**src/rtl/pc_unit_if.sv**
```systemverilog
// Bus bundle between the next-PC logic (master) and the program-counter unit (slave).
interface pc_unit_if #(
  parameter int unsigned XLEN = 32
);
  // Control from the next-PC logic.
  logic            stall;
  logic            redirect_valid;
  logic [XLEN-1:0] redirect_target;
  logic            call;
  logic [XLEN-1:0] call_target;
  logic            ret;
  logic            halt_req;
  logic            resume;

  // Status and fetch address from the PC unit.
  logic [XLEN-1:0] pc;
  logic [XLEN-1:0] pc_plus4;
  logic            pc_valid;
  logic            halted;
  logic            misaligned;
  logic [XLEN-1:0] fault_addr;
  logic            ras_empty;
  logic            ras_full;
  logic            ras_underflow;

  modport master (
    output stall, redirect_valid, redirect_target, call, call_target, ret,
           halt_req, resume,
    input  pc, pc_plus4, pc_valid, halted, misaligned, fault_addr,
           ras_empty, ras_full, ras_underflow
  );

  modport slave (
    input  stall, redirect_valid, redirect_target, call, call_target, ret,
           halt_req, resume,
    output pc, pc_plus4, pc_valid, halted, misaligned, fault_addr,
           ras_empty, ras_full, ras_underflow
  );
endinterface

```
**src/rtl/pc_unit.sv**
```systemverilog
// Program-counter unit: PC register, next-PC selection, circular return-address
// stack, debug halt/resume and sticky misaligned-fetch fault.
module pc_unit #(
  parameter int unsigned     XLEN         = 32,
  parameter logic [XLEN-1:0] RESET_VECTOR = '0,
  parameter int unsigned     RAS_DEPTH    = 4
) (
  input  logic clk,
  input  logic rst,
  pc_unit_if.slave bus
);
  localparam int unsigned      PTR_W    = (RAS_DEPTH > 1) ? $clog2(RAS_DEPTH) : 1;
  localparam int unsigned      CNT_W    = $clog2(RAS_DEPTH + 1);
  localparam logic [CNT_W-1:0] FULL_CNT = CNT_W'(RAS_DEPTH);

  localparam logic [1:0] ST_RUN    = 2'd0;
  localparam logic [1:0] ST_HALTED = 2'd1;
  localparam logic [1:0] ST_FAULT  = 2'd2;

  logic [1:0]       r_state;
  logic [XLEN-1:0]  r_pc;
  logic [XLEN-1:0]  r_fault_addr;
  logic [XLEN-1:0]  r_ras [RAS_DEPTH];
  logic [PTR_W-1:0] r_top;     // next free slot; top-of-stack is r_top-1
  logic [CNT_W-1:0] r_count;
  logic             r_underflow;

  logic             w_run;
  logic [XLEN-1:0]  w_pc_plus4;
  logic [XLEN-1:0]  w_next_pc;
  logic [XLEN-1:0]  w_ras_top;
  logic [PTR_W-1:0] w_top_m1;
  logic             w_push;
  logic             w_pop;
  logic             w_underflow;
  logic             w_misaligned;

  assign w_run      = (r_state == ST_RUN);
  assign w_pc_plus4 = r_pc + XLEN'(4);
  assign w_top_m1   = r_top - 1'b1;
  assign w_ras_top  = r_ras[w_top_m1];

  // Next-PC priority select and RAS push/pop decision for the RUN state.
  always_comb begin
    w_next_pc   = w_pc_plus4;
    w_push      = 1'b0;
    w_pop       = 1'b0;
    w_underflow = 1'b0;
    if (bus.redirect_valid) begin
      w_next_pc = bus.redirect_target;
    end else if (bus.stall) begin
      w_next_pc = r_pc;
    end else if (bus.ret) begin
      if (r_count != '0) begin
        w_next_pc = w_ras_top;
        w_pop     = 1'b1;
      end else begin
        w_underflow = 1'b1;
      end
    end else if (bus.call) begin
      w_next_pc = bus.call_target;
      w_push    = 1'b1;
    end
    // A faulting target must leave the stack untouched, so gate the RAS ops here.
    w_misaligned = w_run && (w_next_pc[1:0] != 2'b00);
    if (!w_run || w_misaligned) begin
      w_push      = 1'b0;
      w_pop       = 1'b0;
      w_underflow = 1'b0;
    end
  end

  // State machine, PC register, fault capture, RAS pointers and underflow pulse.
  always_ff @(posedge clk) begin
    if (rst) begin
      r_state      <= ST_RUN;
      r_pc         <= RESET_VECTOR;
      r_fault_addr <= '0;
      r_top        <= '0;
      r_count      <= '0;
      r_underflow  <= 1'b0;
    end else begin
      r_underflow <= w_underflow;
      case (r_state)
        ST_RUN: begin
          if (w_misaligned) begin
            r_state      <= ST_FAULT;
            r_fault_addr <= w_next_pc;
          end else begin
            r_pc <= w_next_pc;
            if (bus.halt_req) r_state <= ST_HALTED;
          end
        end
        ST_HALTED: begin
          if (bus.resume) r_state <= ST_RUN;
        end
        default: r_state <= ST_FAULT;
      endcase
      if (w_push) begin
        r_top <= r_top + 1'b1;
        if (r_count != FULL_CNT) r_count <= r_count + 1'b1;
      end else if (w_pop) begin
        r_top   <= w_top_m1;
        r_count <= r_count - 1'b1;
      end
    end
  end

  // Stack storage; a push when full lands on the oldest entry because r_top wraps onto it.
  always_ff @(posedge clk) begin
    if (!rst && w_push) r_ras[r_top] <= w_pc_plus4;
  end

  assign bus.pc            = r_pc;
  assign bus.pc_plus4      = w_pc_plus4;
  assign bus.pc_valid      = w_run && !bus.stall;
  assign bus.halted        = (r_state == ST_HALTED);
  assign bus.misaligned    = (r_state == ST_FAULT);
  assign bus.fault_addr    = r_fault_addr;
  assign bus.ras_empty     = (r_count == '0);
  assign bus.ras_full      = (r_count == FULL_CNT);
  assign bus.ras_underflow = r_underflow;
endmodule

```
**src/flat_wrapper.sv**
```systemverilog
// flat-port wrapper written by rule: the top's interface ports become plain ports
module pc_unit_flat 
#(
  parameter int unsigned     XLEN         = 32,
  parameter logic [XLEN-1:0] RESET_VECTOR = '0,
  parameter int unsigned     RAS_DEPTH    = 4
)
  (clk, rst, bus_stall, bus_redirect_valid, bus_redirect_target, bus_call, bus_call_target, bus_ret, bus_halt_req, bus_resume, bus_pc, bus_pc_plus4, bus_pc_valid, bus_halted, bus_misaligned, bus_fault_addr, bus_ras_empty, bus_ras_full, bus_ras_underflow);
  pc_unit_if #(.XLEN(XLEN)) bus_i ();
  input  logic clk;
  input  logic rst;
  input wire logic [$bits(bus_i.stall)-1:0] bus_stall;
  input wire logic [$bits(bus_i.redirect_valid)-1:0] bus_redirect_valid;
  input wire logic [$bits(bus_i.redirect_target)-1:0] bus_redirect_target;
  input wire logic [$bits(bus_i.call)-1:0] bus_call;
  input wire logic [$bits(bus_i.call_target)-1:0] bus_call_target;
  input wire logic [$bits(bus_i.ret)-1:0] bus_ret;
  input wire logic [$bits(bus_i.halt_req)-1:0] bus_halt_req;
  input wire logic [$bits(bus_i.resume)-1:0] bus_resume;
  output wire logic [$bits(bus_i.pc)-1:0] bus_pc;
  output wire logic [$bits(bus_i.pc_plus4)-1:0] bus_pc_plus4;
  output wire logic [$bits(bus_i.pc_valid)-1:0] bus_pc_valid;
  output wire logic [$bits(bus_i.halted)-1:0] bus_halted;
  output wire logic [$bits(bus_i.misaligned)-1:0] bus_misaligned;
  output wire logic [$bits(bus_i.fault_addr)-1:0] bus_fault_addr;
  output wire logic [$bits(bus_i.ras_empty)-1:0] bus_ras_empty;
  output wire logic [$bits(bus_i.ras_full)-1:0] bus_ras_full;
  output wire logic [$bits(bus_i.ras_underflow)-1:0] bus_ras_underflow;
  assign bus_i.stall = bus_stall;
  assign bus_i.redirect_valid = bus_redirect_valid;
  assign bus_i.redirect_target = bus_redirect_target;
  assign bus_i.call = bus_call;
  assign bus_i.call_target = bus_call_target;
  assign bus_i.ret = bus_ret;
  assign bus_i.halt_req = bus_halt_req;
  assign bus_i.resume = bus_resume;
  assign bus_pc = bus_i.pc;
  assign bus_pc_plus4 = bus_i.pc_plus4;
  assign bus_pc_valid = bus_i.pc_valid;
  assign bus_halted = bus_i.halted;
  assign bus_misaligned = bus_i.misaligned;
  assign bus_fault_addr = bus_i.fault_addr;
  assign bus_ras_empty = bus_i.ras_empty;
  assign bus_ras_full = bus_i.ras_full;
  assign bus_ras_underflow = bus_i.ras_underflow;
  pc_unit #(.XLEN(XLEN), .RESET_VECTOR(RESET_VECTOR), .RAS_DEPTH(RAS_DEPTH)) u_core (.clk(clk), .rst(rst), .bus(bus_i));
endmodule
```
**config.mk**
```make
export PLATFORM = sky130hd
export DESIGN_NAME = pc_unit_flat
export DESIGN_NICKNAME = d
export VERILOG_FILES = /design/src/rtl/pc_unit_if.sv /design/src/rtl/pc_unit.sv /design/src/flat_wrapper.sv
export SDC_FILE = /design/constraint.sdc
export NUM_CORES = 1
export LEC_CHECK = 0
export ABC_AREA = 1
export BUFFER_PORTS_ARGS = -buffer_cell sky130_fd_sc_hd__buf_2
export CAP_MARGIN = 5
export CORE_MARGIN = 1
export CORE_UTILIZATION = 61
export CTS_CLUSTER_SIZE = 10
export DETAILED_ROUTE_END_ITERATION = 8
export GPL_ROUTABILITY_DRIVEN = 0
export PLACE_DENSITY = 0.86
export SYNTH_ARGS = -nofsm -noshare
export SYNTH_HDL_FRONTEND = slang
export SYNTH_SLANG_ARGS = --single-unit
```
**constraint.sdc**
```tcl
create_clock -name clk -period 10.1 [get_ports clk]
set_clock_uncertainty 0.15 [all_clocks]
set_input_delay 0.505 -clock clk [delete_from_list [all_inputs] [get_ports clk]]
set_output_delay 0.505 -clock clk [all_outputs]
set_load 0.01 [all_outputs]
```
* Yosys cells after proc, flatten, opt, wreduce, memory -nomap -nowiden
Memory sizes are Yosys's and may differ from the RTL's. Index checks and enable logic that the tools add are counted.
Cells by class: bitwise operators 2, mux-type cells 27, reduce and logical (&&, ||, !) cells 17, add/sub/neg operators 5, equality and inequality tests 7
Operators with widths (number):
- 32-bit two-way mux | 5
- 32-bit by 3-bit adder with 32-bit output, second input constant | 1
- 1-bit two-way mux | 13
- 2-bit two-way mux | 5
- 3-bit two-way mux | 3
- 2-bit AND reduction | 4
- 3-bit inequality test, second input constant | 2
- 5-bit OR reduction | 1
- 2-bit inequality test, second input constant | 2
- 2-bit case mux with 2 select lines | 1
- 2-bit nonzero test | 2
- 3-bit by 1-bit adder with 3-bit output, second input constant | 1
- 3-bit == test, second input constant | 1
- 1-bit logical AND | 3
- 1-bit zero test | 3
- 3-bit zero test | 1
- 3-bit nonzero test | 1
- 3-bit by 1-bit subtractor with 3-bit output, second input constant | 1
- 2-bit by 1-bit adder with 2-bit output, second input constant | 1
- 2-bit by 1-bit == test with 1-bit output, second input constant | 1
- 2-bit == test, second input constant | 1
- 2-bit zero test | 1
- 1-bit inverter | 2
- 2-bit by 1-bit subtractor with 2-bit output, second input constant | 1
- 1-bit logical OR | 1
Word-level totals: word-level logic and storage cells 65, RAM bits 128, bits of input ports 72, memories 1, output and inout bits 102, register bits 72
Memories:
- u_core.r_ras | depth 4, width 32, rd ports 1, clocked after memory_dff 0, wr ports 1, RTL line pc_unit.sv:23 | logic [XLEN-1:0] r_ras [RAS_DEPTH];

* Depth between registers and ports, before layout
An unclocked memory read counts as a cell.
depth after elaboration 13, gate-level depth with buffers 21, gate-level depth less buffers 18

* Least setup slack after synthesis
OpenSTA, ideal clock, no wires.
path type register to register, start point register u_core.r_top[0], end point memory u_core.r_ras[0][0], enable pin, buffers on the path 3, setup slack 6.032 ns, setup time 0.421 ns, data arrival time 3.497 ns, clock period less this slack 4.068 ns, data required time 9.529 ns, stages on the path, launching flop included 17, path through dfxtp_1 -> inv_2 -> buf_6 -> clkbuf_1 -> ha_1 -> buf_2 -> inv_2 -> nand3_1 -> nand3_1 -> nand2_1 -> nand2_2 -> nand2_2 -> nor2_8 -> nand3_2 -> nor2_1 -> inv_1 -> nor2_1
On the way: longest elaborated chain between the ends 13
Ends and longest elaborated chain:
- from (decl) | RTL line pc_unit.sv:24 | logic [PTR_W-1:0] r_top;
- from (signal assigned) | RTL line pc_unit.sv:100 | r_top <= r_top + 1'b1;
- from (signal assigned) | RTL line pc_unit.sv:103 | r_top <= w_top_m1;
- 2-bit by 1-bit subtractor with 2-bit output | RTL line pc_unit.sv:40 | assign w_top_m1 = r_top - 1'b1;
- memory 4 x 32 bit
- 32-bit two-way mux | RTL line pc_unit.sv:54 | if (r_count != '0) begin
- 32-bit two-way mux | RTL line pc_unit.sv:53 | end else if (bus.ret) begin
- 32-bit two-way mux | RTL line pc_unit.sv:51 | end else if (bus.stall) begin
- 32-bit two-way mux | RTL line pc_unit.sv:49 | if (bus.redirect_valid) begin
- 2-bit nonzero test | RTL line pc_unit.sv:65 | w_misaligned = w_run && (w_next_pc[1:0] != 2'b00);
- 1-bit logical AND | RTL line pc_unit.sv:65
- 1-bit logical OR | RTL line pc_unit.sv:66 | if (!w_run || w_misaligned) begin
- 1-bit two-way mux | RTL line pc_unit.sv:66
- 1-bit logical AND | RTL line pc_unit.sv:111 | if (!rst && w_push) r_ras[r_top] <= w_pc_plus4;
- 1-bit two-way mux | RTL line pc_unit.sv:111
- 1-bit two-way mux (not written as such) | RTL line pc_unit.sv:111
- to (decl) | RTL line pc_unit.sv:23
Parallel ways exist; a longest one is shown, timed or not.

* Worst setup path after layout
start point register u_core.r_top[0], end point register u_core.r_pc[4] (netlist: u_core.bus.pc[4])
On the way: longest elaborated chain between the ends 10
Ends and longest elaborated chain:
- 2-bit by 1-bit subtractor with 2-bit output (*) | RTL line pc_unit.sv:40
- memory 4 x 32 bit (*)
- 32-bit two-way mux (*) | RTL line pc_unit.sv:54
- 32-bit two-way mux (*) | RTL line pc_unit.sv:53
- 32-bit two-way mux (*) | RTL line pc_unit.sv:51
- 32-bit two-way mux (*) | RTL line pc_unit.sv:49
- 2-bit nonzero test | RTL line pc_unit.sv:65
- 1-bit logical AND | RTL line pc_unit.sv:65
- 1-bit inverter (no source line)
- 2-bit AND reduction (no source line)
- to (signal assigned) | RTL line pc_unit.sv:90 | r_pc <= w_next_pc;
- to (decl) | RTL line pc_unit.sv:21 | logic [XLEN-1:0] r_pc;
Mark *: on every way between the ends. The rest lies on a longest branch, timed or not. A chain may end at the register's enable or synchronous reset.

==> run summary <==
Status -> finished clean
Cell count after synthesis -> 1,280
Warnings, synthesis -> 0
Combinational Power Share -> 17.7%
Place WS -> 4.70 ns
H-tree depth -> 4
Drc violations -> 0
CP Launch Type -> register
Post-DP HPWL -> 21,200 µm
Clock-pin transition on the worst setup and hold timing paths -> 0.07 ns
Vias in the first global route -> 8,811
Clk root buf -> clkbuf_16
Top-count cell post-synth -> nand2_1
Antenna viol nets, final -> 0
CTS Sinks -> 200
Ys flop type -> edfxtp_1
Final Hold Vio Count -> 0
R2r startpoint -> u_core.r_top[0]$_SDFFE_PP0P_
Min Clock Period, post-route -> 5.73 ns
Hold_sp -> bus_halt_req
Critical Path Fanout Max -> 69
RSZ-0062 raised after global routing -> false
Worst R2R End -> u_core.bus.pc[4]$_SDFFE_PP0P_
Vias per std cell -> 6.03
Setup Buffers After CTS -> 0
Worst hold endpoint -> u_core.r_state[0]$_SDFFE_PP0P_
Final Slew Violations -> 0
HP Class -> in2reg
1st-pass router iterations -> 8
Endpoints failing setup -> 0
Internal -> 1.41 mW
Share of layout cells above drive strength 1 -> 16.5%
Final period utilization -> 56.7%
CP Data Arrival Time -> 5.90 ns
Hold buffers post-CTS -> 0
Drt wl/cell -> 18.5 µm
Iteration-0 DRC Markers -> 1,849
Sequential-to-total area share from yosys stat -> 51.6%
Post-synth top area cell -> edfxtp_1
FFs w/ async S/R, synth -> 0%
Hold Path Stages -> 3
# rows -> 47
Overflow after GRT -> 0
All-layer global routing usage -> 35.6%
Post-synth design cell area -> 10,200 µm²
IO Count -> 174
Worst skew pair latency -> 0.45 ns
Setup WS post-layout -> 4.37 ns
Leak Pwr -> 5.19 nW
WS Path Type -> reg2reg
Synth-to-Final Area Change -> 14.1%
Initial core utilization -> 62.2%
Max-Cap Viols -> 0
Fmax -> 0.175 GHz
Number of port buffers -> 173
Total CTS buffers -> 17
FF-to-FF path depth -> 13
Total routed wirelength -> 30,200 µm
Commonest cells post-synth -> nand2_1, nor2_1, edfxtp_1
Synth top area share -> 37.5%
Final TNS setup -> 0 ns
Slew Limit Headroom -> 16.6%
Diode count -> 0
Syn_area_per_cell -> 8.00 µm²
R2r setup slk -> 4.37 ns
Clk pwr share -> 35.0%
Die Wd -> 132 µm
Power per standard cell area -> 172 nW/µm²
Measured slew at the worst slew-check pin -> 1.25 ns
Layout Cells excl Fill -> 1,636
CP Capture Type -> register
Initial antenna violation count -> 0
Via count -> 9,869
#FFs+latches synth -> 200
Top cells by area, synth -> edfxtp_1, dfxtp_1, nand2_1
Unique masters post-synth -> 37
Worst vdd rail ir drop -> 0.000136 V
Fin nets -> 1,481
First-pass GRT wire length -> 47,500 µm
Largest net degree at the start of global routing -> 70
EDFF count, synth -> 128
Die height -> 132 µm
CTS Buffer Depth -> 2
Seq pwr share -> 47.3%
CTS tree -> built
Req. time, crit path -> 10.28 ns
Core outline area -> 16,500 µm²
Post-CTS resize count -> 0
Mapped Nets -> 1,358
Die area -> 17,300 µm²
Sw Share -> 30.1%
Psw -> 0.605 mW
DP Cell Count -> 1,604
[how the worst max path moves through the flow]
| stage | from | end | slack [ns] | depth (start not counted) |
|---|---|---|---|---|
| after global routing | u_core.r_top[0]$_SDFFE_PP0P_ | u_core.bus.pc[4]$_SDFFE_PP0P_ | 3.90 | 13 |
| after floorplan | u_core.r_top[0]$_SDFFE_PP0P_ | u_core.r_ras[0][0]$_DFFE_PP_ | 6.03 | 16 |
| after detailed placement | u_core.r_top[0]$_SDFFE_PP0P_ | u_core.bus.pc[4]$_SDFFE_PP0P_ | 4.70 | 13 |
| after global placement | u_core.r_top[0]$_SDFFE_PP0P_ | u_core.bus.pc[5]$_SDFFE_PP0P_ | 4.92 | 13 |
| final | u_core.r_top[0]$_SDFFE_PP0P_ | u_core.bus.pc[4]$_SDFFE_PP0P_ | 4.37 | 13 |
| after CTS | u_core.r_top[0]$_SDFFE_PP0P_ | u_core.bus.pc[4]$_SDFFE_PP0P_ | 4.55 | 13 |
[layout by cell type (no fill, tap or decap), drive strengths merged, types with 23 or more instances in the layout]
master,n
nand2,254
buf,177
o21ai,126
dfxtp,72
o22ai,23
nand3,120
nor2,212
a21oi,63
inv,134
edfxtp,128
[power groups by stage]
stage               Sequential, mW  Clock [mW]  Combinational [mW]
floorplan                    0.974           0               0.210
global placement             0.968           0               0.337
detailed placement           0.968           0               0.344
CTS                          0.951       0.701               0.347
global route                 0.956       0.735               0.390
finish                       0.953       0.705               0.356
[flip-flops by register name, indices dropped and copies added (netlist names)]
signal                    flops
u_core.bus.fault_addr        32
u_core.bus.pc                32
u_core.bus.ras_underflow      1
u_core.r_count                3
u_core.r_ras                128
u_core.r_state                2
u_core.r_top                  2
[per-stage QoR]
stage                     area (µm²)  power, mW  util (%)  hold WS (ns)
after CTS                      11700       2.00      71.0         0.145
final                          11700       2.01      71.0         0.151
after global placement         11100       1.30      67.3         0.330
after global routing           11700       2.08      71.0         0.184
after floorplan                10200       1.18         -         0.314
after detailed placement       11100       1.31      67.3         0.326
[routing by layer]
metal / wire [µm] / up-vias / track usage [%]
met1: 12300 / 4360 / 52.5
met2: 12400 / 834 / 48.7
met5: 0 / - / 0
met4: 1510 / 0 / 16.0
met3: 3940 / 148 / 9.41
li1: - / 4527 / -
[cell families (layout without fill, tap and decap cells)]
kind of cell,Yosys count,in the layout,synth area share [%]
simple gates,607,607,25.0
buf+inv,202,338,8.02
compound gates,255,255,13.7
fa+ha+maj,6,6,0.806
xor+xnor,10,10,0.855
flops,200,200,51.6
[cell type report]
type / instances / area [µm²]
clock buffers: 19 / 443
fillers: 1272 / 4780
clock inverters: 13 / 159
repair buffers: 177 / 896
well taps: 220 / 275
flip-flops and latches: 200 / 5290
inverters: 129 / 485
multi-input cells: 878 / 4140
[critical path, stage by stage, from the launching register on]
cell,delay (ns)
dfxtp_2,1.12
inv_2,0.71
ha_1,1.25
inv_2,0.43
nand3_1,0.22
nand3_1,0.11
nand2_1,0.11
nand2_2,0.06
nand2_2,0.10
nor2_8,0.09
nand2_4,0.23
clkinv_2,0.49
o21ai_0,0.41
nor2_1,0.10
Note: power is estimated with default switching activity, not from simulation.
